`config.mk`:
```
export PLATFORM = sky130hd
export DESIGN_NAME = trigger_tcm_sched
export DESIGN_NICKNAME = d
export VERILOG_FILES = /design/src/rtl/trigger_tcm_sched.sv
export SDC_FILE = /design/constraint.sdc
export NUM_CORES = 1
export LEC_CHECK = 0
export CORE_UTILIZATION = 30
export DETAILED_ROUTE_END_ITERATION = 12
export GPL_TIMING_DRIVEN = 1
export SKIP_CTS_REPAIR_TIMING = 1
export SLEW_MARGIN = 25
export SYNTH_ARGS = -nofsm -noshare
export SYNTH_HDL_FRONTEND = slang
export SYNTH_SLANG_ARGS = --single-unit
```
`constraint.sdc`:
```
create_clock -name clk320 -period 6.3 [get_ports clk320]
set_input_delay 0.63 -clock clk320 [delete_from_list [all_inputs] [get_ports clk320]]
set_output_delay 0.63 -clock clk320 [all_outputs]
set_load 0.02 [all_outputs]
```
`src/rtl/trigger_tcm_sched.sv`:
```
// ============================================================================
// Module   : trigger_tcm_sched
// Brief    : Per-BC hit collector, TCM trigger request and round-robin readout
//            drain for the 320 MHz trigger datapath.
// Revision : 1.0
// ============================================================================
`default_nettype none

module trigger_tcm_sched #(
    parameter int NCH = 12,
    parameter int TW  = 12,
    parameter int AW  = 12,
    parameter int CW  = 4
) (
    input  logic              clk320,
    input  logic              rst_n,
    input  logic [2:0]        mt_cou,
    input  logic [NCH-1:0]    ch_req,
    input  logic [NCH*TW-1:0] ch_time,
    input  logic [NCH*AW-1:0] ch_ampl,
    output logic              tcm_req,
    output logic [2:0]        tt,
    output logic [CW:0]       ta,
    output logic              out_valid,
    input  logic              out_ready,
    output logic [CW-1:0]     out_ch,
    output logic [TW-1:0]     out_time,
    output logic [AW-1:0]     out_ampl,
    output logic              busy,
    output logic [15:0]       ovf_cnt
);

    typedef enum logic [0:0] {
        ST_IDLE  = 1'b0,
        ST_SERVE = 1'b1
    } state_t;

    logic [TW-1:0]  w_ch_time  [NCH];
    logic [AW-1:0]  w_ch_ampl  [NCH];
    logic [NCH-1:0] r_cap_hit;
    logic [TW-1:0]  r_cap_time [NCH];
    logic [AW-1:0]  r_cap_ampl [NCH];
    logic [2:0]     r_cap_phase;
    logic [TW-1:0]  r_drn_time [NCH];
    logic [AW-1:0]  r_drn_ampl [NCH];
    logic [NCH-1:0] r_pend;
    logic [CW-1:0]  r_rr_ptr;
    state_t         r_state;
    state_t         w_state_nxt;
    logic           r_tcm_req;
    logic [2:0]     r_tt;
    logic [CW:0]    r_ta;
    logic           r_busy;
    logic [15:0]    r_ovf_cnt;

    logic           w_snap;
    logic [NCH-1:0] w_mask;
    logic           w_accept;
    logic           w_drop;
    logic [2:0]     w_first_phase;
    logic [CW:0]    w_pop;
    logic [CW-1:0]  w_gnt_hi;
    logic [CW-1:0]  w_gnt_lo;
    logic           w_gnt_hi_found;
    logic [CW-1:0]  w_gnt;
    logic           w_hs;
    logic [NCH-1:0] w_pend_nxt;

    generate
        for (genvar gi = 0; gi < NCH; gi++) begin : g_unpack
            assign w_ch_time[gi] = ch_time[gi*TW +: TW];
            assign w_ch_ampl[gi] = ch_ampl[gi*AW +: AW];
        end
    endgenerate

    // Strobes arriving on the snapshot cycle still belong to the closing BC.
    assign w_snap        = (mt_cou == 3'd7);
    assign w_mask        = r_cap_hit | ch_req;
    assign w_accept      = w_snap && (w_mask != '0) && !r_busy;
    assign w_drop        = w_snap && (w_mask != '0) && r_busy;
    assign w_first_phase = (r_cap_hit != '0) ? r_cap_phase : 3'd7;

    always_comb begin
        w_pop = '0;
        for (int i = 0; i < NCH; i++) begin
            w_pop = w_pop + {{CW{1'b0}}, w_mask[i]};
        end
    end

    // Descending scan leaves the lowest matching index in each candidate.
    always_comb begin
        w_gnt_hi       = '0;
        w_gnt_lo       = '0;
        w_gnt_hi_found = 1'b0;
        for (int i = NCH - 1; i >= 0; i--) begin
            if (r_pend[i]) begin
                w_gnt_lo = CW'(i);
                if (CW'(i) >= r_rr_ptr) begin
                    w_gnt_hi       = CW'(i);
                    w_gnt_hi_found = 1'b1;
                end
            end
        end
        w_gnt = w_gnt_hi_found ? w_gnt_hi : w_gnt_lo;
    end

    assign w_hs       = (r_state == ST_SERVE) && out_ready;
    assign w_pend_nxt = w_accept ? w_mask
                      : (w_hs ? (r_pend & ~(NCH'(1) << w_gnt)) : r_pend);

    always_ff @(posedge clk320 or negedge rst_n) begin
        if (!rst_n) begin
            r_cap_hit   <= '0;
            r_cap_phase <= '0;
            for (int i = 0; i < NCH; i++) begin
                r_cap_time[i] <= '0;
                r_cap_ampl[i] <= '0;
            end
        end else if (w_snap) begin
            r_cap_hit   <= '0;
            r_cap_phase <= '0;
            for (int i = 0; i < NCH; i++) begin
                r_cap_time[i] <= '0;
                r_cap_ampl[i] <= '0;
            end
        end else begin
            for (int i = 0; i < NCH; i++) begin
                if (ch_req[i] && !r_cap_hit[i]) begin
                    r_cap_hit[i]  <= 1'b1;
                    r_cap_time[i] <= w_ch_time[i];
                    r_cap_ampl[i] <= w_ch_ampl[i];
                end
            end
            if ((r_cap_hit == '0) && (ch_req != '0)) begin
                r_cap_phase <= mt_cou;
            end
        end
    end

    always_ff @(posedge clk320 or negedge rst_n) begin
        if (!rst_n) begin
            for (int i = 0; i < NCH; i++) begin
                r_drn_time[i] <= '0;
                r_drn_ampl[i] <= '0;
            end
        end else if (w_accept) begin
            for (int i = 0; i < NCH; i++) begin
                if (w_mask[i]) begin
                    r_drn_time[i] <= r_cap_hit[i] ? r_cap_time[i] : w_ch_time[i];
                    r_drn_ampl[i] <= r_cap_hit[i] ? r_cap_ampl[i] : w_ch_ampl[i];
                end
            end
        end
    end

    always_ff @(posedge clk320 or negedge rst_n) begin
        if (!rst_n) begin
            r_state <= ST_IDLE;
        end else begin
            r_state <= w_state_nxt;
        end
    end

    always_comb begin
        w_state_nxt = r_state;
        case (r_state)
            ST_IDLE:  if (w_accept) w_state_nxt = ST_SERVE;
            ST_SERVE: if (w_pend_nxt == '0) w_state_nxt = ST_IDLE;
            default:  w_state_nxt = ST_IDLE;
        endcase
    end

    always_ff @(posedge clk320 or negedge rst_n) begin
        if (!rst_n) begin
            r_pend    <= '0;
            r_rr_ptr  <= '0;
            r_tcm_req <= 1'b0;
            r_tt      <= '0;
            r_ta      <= '0;
            r_busy    <= 1'b0;
            r_ovf_cnt <= '0;
        end else begin
            r_pend    <= w_pend_nxt;
            r_busy    <= (w_pend_nxt != '0);
            r_tcm_req <= w_accept;
            if (w_accept) begin
                r_tt <= w_first_phase;
                r_ta <= w_pop;
            end
            if (w_hs) begin
                r_rr_ptr <= (w_gnt == CW'(NCH - 1)) ? '0 : (w_gnt + CW'(1));
            end
            if (w_drop && (r_ovf_cnt != 16'hFFFF)) begin
                r_ovf_cnt <= r_ovf_cnt + 16'd1;
            end
        end
    end

    assign tcm_req   = r_tcm_req;
    assign tt        = r_tt;
    assign ta        = r_ta;
    assign busy      = r_busy;
    assign ovf_cnt   = r_ovf_cnt;
    assign out_valid = (r_state == ST_SERVE);
    assign out_ch    = out_valid ? w_gnt : '0;
    assign out_time  = out_valid ? r_drn_time[w_gnt] : '0;
    assign out_ampl  = out_valid ? r_drn_ampl[w_gnt] : '0;

endmodule

`default_nettype wire
```
# Word-level counts from Yosys, hierarchy flattened
# Index checks and enable logic that the tools add are counted.
# Widths: inputs -> output; s select.
dict set report word_totals {
  out_inout_bits 55
  inputBits 306
  register_bits 634
  wordCells 308
}
dict set report classes {
  reduce_logical 62
  eq_ne 3
  n_mux 142
  shift 1
  magnitude_cmp 13
  addsub 13
  bitwise 5
}
# cell count
set op_table {}
lappend op_table {{$mux 12} 57}
lappend op_table {{$mux 144} 2}
lappend op_table {{$mux 4} 39}
lappend op_table {{$bmux 12 s4} 2}
lappend op_table {{$reduce_bool 12->1} 4}
lappend op_table {{$mux 1} 38}
lappend op_table {{$add 5x1->5} 7}
lappend op_table {{$reduce_bool 2->1} 13}
lappend op_table {{$logic_not 12->1} 2}
lappend op_table {{$reduce_and 2->1} 12}
lappend op_table {{$logic_and 1x1->1} 18}
lappend op_table {{$add 16x1->16 const B} 1}
lappend op_table {{$ge 3x4->1 const A} 4}
lappend op_table {{$ge 4x4->1 const A} 4}
lappend op_table {{$ne 16x16->1 const B} 1}
lappend op_table {{$logic_not 1->1} 13}
lappend op_table {{$and 12x12->12} 1}
lappend op_table {{$not 12->12} 1}
lappend op_table {{$or 12x12->12} 1}
lappend op_table {{$shl 1x4->12 const A} 1}
lappend op_table {{$mux 3} 3}
lappend op_table {{$ge 1x4->1 const A} 2}
lappend op_table {{$ge 2x4->1 const A} 2}
lappend op_table {{$add 4x1->5} 1}
lappend op_table {{other kinds (10)} 10}

# Depth between registers and ports, before layout
dict set report logic_depth {
  word_depth 34
  depth_mapped 19
  depth_no_buf 14
}

# Worst setup path before layout
# No wires, ideal clock.
dict set report synth_path {
  kind {register to register}
  start {register r_cap_hit[9]}
  end {register r_ta[2] (netlist: ta[2])}
  stages_incl_launch_ff 14
  slack_ps 2074
  required_ps 6217
  arrival_ps 4144
  synth_period_minus_slack_ps 4226
  setup_time_ps 83
  path_buffers 2
  path_cell_list {dfrtp_1 > clkbuf_1 > buf_1 > nor2_1 > fa_1 > fa_1 > fa_1 > fa_1 > inv_1 > ha_1 > inv_1 > fa_1 > xor2_1 > o21ai_0}
}
dict set report synth_between {
  elab_chain_cells 4
  word_cells_on_any_way 7
  cone_classes {3 x add/sub; 1 x bitwise; 3 x reduce/logical}
}
# element line
set synth_rtl {}
lappend synth_rtl {{from (decl)} 40} ;# logic [NCH-1:0] r_cap_hit;
lappend synth_rtl {{from (signal assigned)} 113} ;# r_cap_hit <= '0;
lappend synth_rtl {{from (signal assigned)} 120} ;# r_cap_hit <= '0;
lappend synth_rtl {{from (signal, indexed assignment)} 129} ;# r_cap_hit[i] <= 1'b1;
lappend synth_rtl {{$or 12x12->12 (*)} 78} ;# assign w_mask = r_cap_hit | ch_req;
lappend synth_rtl {{$add 5x1->5 / $reduce_bool 12->1 (equally long branches)} {86, 79}}
lappend synth_rtl {{$add 5x1->5 / $logic_and 1x1->1 (equally long branches) (2 in a row)} {86, 79}}
lappend synth_rtl {{to (signal assigned)} 188} ;# r_ta <= w_pop;
lappend synth_rtl {{to (decl)} 52} ;# logic [CW:0] r_ta;
# Every way passes the cells marked *; elsewhere a longest branch is shown, timed or not.
# A chain may end at the register's enable or synchronous reset.

# Worst setup path in the final report
dict set report layout_path {
  start {register r_rr_ptr[1]}
  end {output out_time[4]}
}
dict set report layout_between {
  elab_chain_cells 31
  word_cells_on_any_way 66
  cone_classes {12 x order compare; 53 x mux; 1 x bitwise}
}
# element line
set layout_rtl {}
lappend layout_rtl {{from (decl)} 47} ;# logic [CW-1:0] r_rr_ptr;
lappend layout_rtl {{from (signal assigned)} 191} ;# r_rr_ptr <= (w_gnt == CW'(NCH - 1)) ? '0 : (w_gnt + CW'(1));
lappend layout_rtl {{$ge 4x4->1} 98} ;# if (CW'(i) >= r_rr_ptr) begin
lappend layout_rtl {{$mux 4 / $mux 1 (equally long branches)} 98}
lappend layout_rtl {{$mux 4 / $mux 1 (equally long branches)} 96} ;# if (r_pend[i]) begin
lappend layout_rtl {{$mux 4 / $mux 1 (equally long branches)} 98}
lappend layout_rtl {{$mux 4 / $mux 1 (equally long branches)} 96}
lappend layout_rtl {{$mux 4 / $mux 1 (equally long branches)} 98}
lappend layout_rtl {{$mux 4 / $mux 1 (equally long branches)} 96}
lappend layout_rtl {{$mux 4 / $mux 1 (equally long branches)} 98}
lappend layout_rtl {{[... 14 more ...]} -}
lappend layout_rtl {{$mux 4 / $mux 1 (equally long branches)} 96}
lappend layout_rtl {{$mux 4 / $mux 1 (equally long branches)} 98}
lappend layout_rtl {{$mux 4 / $mux 1 (equally long branches)} 96}
lappend layout_rtl {{$mux 4 (*)} 104} ;# w_gnt = w_gnt_hi_found ? w_gnt_hi : w_gnt_lo;
lappend layout_rtl {{$not 4->5 (not written as such) (*)} 206} ;# assign out_time = out_valid ? r_drn_time[w_gnt] : '0;
lappend layout_rtl {{$bmux 12 s4 (*)} 206}
lappend layout_rtl {{$mux 12 (not written as such) (*) (2 in a row)} 206}
lappend layout_rtl {{$mux 12 (*)} 206}
lappend layout_rtl {{to (decl)} 27} ;# output logic [TW-1:0] out_time,
# Every way passes the cells marked *; elsewhere a longest branch is shown, timed or not. The select of a mux whose other input is x is not followed.

==> impl_results.md <==
- Outcome: completed
- Cell Pwr Density: around 460 nW/um2
- Clock power share: 26.2%
- Period utilization: a little over nine tenths
- Hold Path Class: primary input to asynchronous set/reset pin
- Vias in the first global route: between 20,000 and 25,000
- Routed vias/inst: between 5 and 6
- Mux contribution to synthesized area: 12.3%
- Design area: around 37,000 um2
- Std-Cell Rows: 115
- Async S/R FF share, synth: 100%
- Die H: 318 um
- Compound-Gate Fraction of Synth Area: 22.0%
- RSZ-0062 raised after global routing: no
- Flop pwr share: approximately 36%
- # DRC: 0
- Layout area overhead: 25.3%
- Root buffer cell: clkbuf_16
- Internal power: between 10,000 and 15,000 uW
- Skew-Pair Late Insertion Delay: about 0.63 ns
- Synth cell types: 63
- First-pass GRT wire length: roughly 160,000 um
- Num ports: 361
- Yosys top cell by area: dfrtp_1
- Max-cap violations: 0
- CTS Sinks: between 600 and 700
- CORE AREA: 98,600 um2
- Syn nets: roughly 3,100
- Cts bufs inserted: 73
- CTS H-tree lvls: 3
- Net Sw Power: 6900 uW
- Worst EP arrival: approximately 5.3 ns
- Die area: approximately 100,000 um2
- XOR/XNOR share of the synthesized area: less than 1%
- Post-Synth Adder-Cell Area: less than 1%
- YS warnings: 0
- CTS tree: built
- Worst hold margin: 0.0587 ns
- Dpl cells: between 4,000 and 5,000
- Fin Setup TNS: 0 ns
- Cell Area, Synth: around 30,000 um2
- Maximum vdd drop: around 480 uV
- GPL Wtd Cong: 0.981
- Wire per inst: roughly 25 um
- Worst path required time: around 5.7 ns
- Crit Path Category: flop to primary output
- Yosys top cell area share: between 50% and 60%
- Detail Route Antenna Nets: 0
- CTS clk-pin slew, worst paths: about 0.07 ns
- Switching share of total power: 40.4%
- CP max FO: 54
- Post-DP HPWL: about 80,000 um
- Maximum clock frequency: roughly 170 MHz
- Combinational family with the most area after synthesis: compound AO/OA/AOI/OAI gates
- Crit start category: flop
- Worst Tran Pin Value: 1.09 ns
- CTS max path bufs: 3
- Comb pwr share: between 30% and 40%
- Hold violation count in the final report: 0
- Top_reg_cell synth: dfrtp_1
- Initial antenna violation count: 12
- Starting Density: 30.3%
- 1st-pass router iterations: 5
- Count of final setup violators: 0
- Min Tclk post-route: slightly below 6 ns
- IO buf count: 359
- Simple-Gate Fraction of Synth Area: 6.45%
- Layout Cells excl Fill: between 4,000 and 5,000
- Fraction of layout cells with a size suffix above 1: under 10%
- Sequential-to-total area share from yosys stat: 53.0%
- Via Count: 23,700
- Slew Viols, Final: 0
- Largest net degree at the start of global routing: between 100 and 150
- # fillers: ~9,700
- Slew HR: 27.2%
- Clk_skew: around 0.028 ns
- Final wirelength: between 100,000 and 150,000 um
- Chip Width: ~320 um
- Nets: 3,382
- DRT iter0 DRCs: 2,557
- Cells after synthesis: 2,800
- Synth Register Bits: 633
- GR Overflow Total: 0
- Synth top area cells: dfrtp_1 (53%), mux2i_1 (11%), a22o_1 (8.4%)
- CP endpoint kind: primary output
- Placed standard-cell area: between 30,000 and 40,000 um2
- Post-synth EDFFs: 0
- Mean post-synth cell area: roughly 11 um2
- Leak: between 0.015 and 0.02 uW
- GR Util All Layers: between 20% and 30%
-- metal layers --
layer | GRT usage, % | share of wire (%) | vias to the layer above
met2 | 33.4 | 46 | 851
li1 | - | - | 10700
met4 | 5.94 | 2.5 | 12
met3 | 7.32 | 9.3 | 155
met1 | 28.5 | 42 | 12000
met5 | 0 | 0.059 | -
-- cells in the final DEF (no fill, tap or decap), drive strengths merged, types with 3 or more instances in the layout --
cell and instances:
dfrtp 633, clkdlybuf4s50 358, mux2i 339, a22o 288, nand2 237, o21ai 212
o211ai 196, a21oi 168, nor2 144, inv 134, clkbuf 104, buf 64
mux2 26, a2111oi 24, and3 18, nand3 16, clkinv 15, nor4 13
ha 12, xnor2 11, nor3 11, fa 7, bufinv 7, o311ai 7
nand4 6, diode 5, a31oi 5, o21a 5, and2 4, or3 4
xor2 4, clkinvlp 4, o31ai 3, or2 3, a21boi 3
-- Yosys cell counts (3+ instances only) --
cell type,count
buf_6,3
fa_1,7
a2111oi_1,5
clkbuf_1,203
xor2_1,4
buf_1,23
mux2_2,26
and2_1,4
buf_2,9
dfrtp_1,633
inv_1,132
nor3_1,11
mux2i_1,339
nand3_1,16
o311ai_0,6
o31ai_1,3
o21ai_0,209
and3_1,18
a22o_1,288
nor4_1,13
nand4_1,6
or2_2,3
ha_1,12
o211ai_1,196
a31oi_1,5
or3_1,4
a21oi_1,168
o21a_1,5
a2111oi_2,17
nand2_1,237
xnor2_1,11
nor2_1,144
-- critical path, cell delays in order (launching register included) --
cell and delay, ns:
dfrtp_1 0.54, a21boi_1 0.37, o21a_4 0.60, nor2_1 0.19, nand4_1 0.19, o2bb2ai_4 0.09, inv_2 0.49, mux2_2 0.42
a2111oi_1 0.98, clkdlybuf4s50_1 0.77
-- path summary, 6_finish.rpt --
path / startpoint / endpoint / slack (ns) / cells past startpoint
min in group clk320: r_drn_time[32] / r_drn_time[32] / 0.48 / 2
min reg2reg: r_drn_time[32] / r_drn_time[32] / 0.48 / 2
max reg2reg: r_rr_ptr[1] / out_valid / 1.33 / 14
max in group asynchronous: rst_n / r_cap_ampl[80] / 4.75 / 2
min: rst_n / r_cap_ampl[89] / 0.06 / 1
max: r_rr_ptr[1] / out_time[4] / 0.37 / 9
-- power groups by stage --
stage               logic [uW]  registers [uW]  clock network (uW)
floorplan                 4100            5720                   0
global placement          6390            6130                   0
detailed placement        6450            6120                   0
CTS                       6470            6070                4560
global route              6980            6200                4710
finish                    6530            6100                4480
-- flip-flops by register name, summed over array words and instances, names as in the netlist, 4 cells and up --
name	count
r_cap_ampl	144
r_cap_time	144
r_drn_ampl	144
r_drn_time	144
ovf_cnt	16
r_cap_hit	12
r_pend	12
r_rr_ptr	4
ta	4
-- metrics by stage --
stage          utilization [%]  setup slack (ns)  total power (uW)
2_1_floorplan                -              2.07              9820
3_5_place_dp              35.4              1.26             12600
5_1_grt                   38.0             0.340             17900
3_3_place_gp              35.4              1.34             12500
6_report                  38.0             0.373             17100
4_1_cts                   38.0             0.564             17100
-- layout make-up --
type / count / area (um2) / share of cell area [%]
multi-input cells: 1793 / 12800 / 34.1
clock buffers: 104 / 2180 / 5.81
clock inverters: 26 / 342 / 0.912
inverters: 134 / 503 / 1.34
flip-flops and latches: 633 / 15800 / 42.3
repair buffers: 422 / 4180 / 11.2
well taps: 1287 / 1610 / 4.30
diodes: 5 / 12.5 / 0.0334
-- cell families (layout without fill, tap and decap cells) --
family,Yosys count,in the layout
AOI/OAI and AO/OA,929,929
xor gates and xnor gates,15,15
adders and majority gates,19,19
buffers and inverters,374,686
DFF,633,633
muxes,365,365
other,1,6
and+or+nand+nor,464,464
Note: power is estimated with default switching activity, not from simulation.
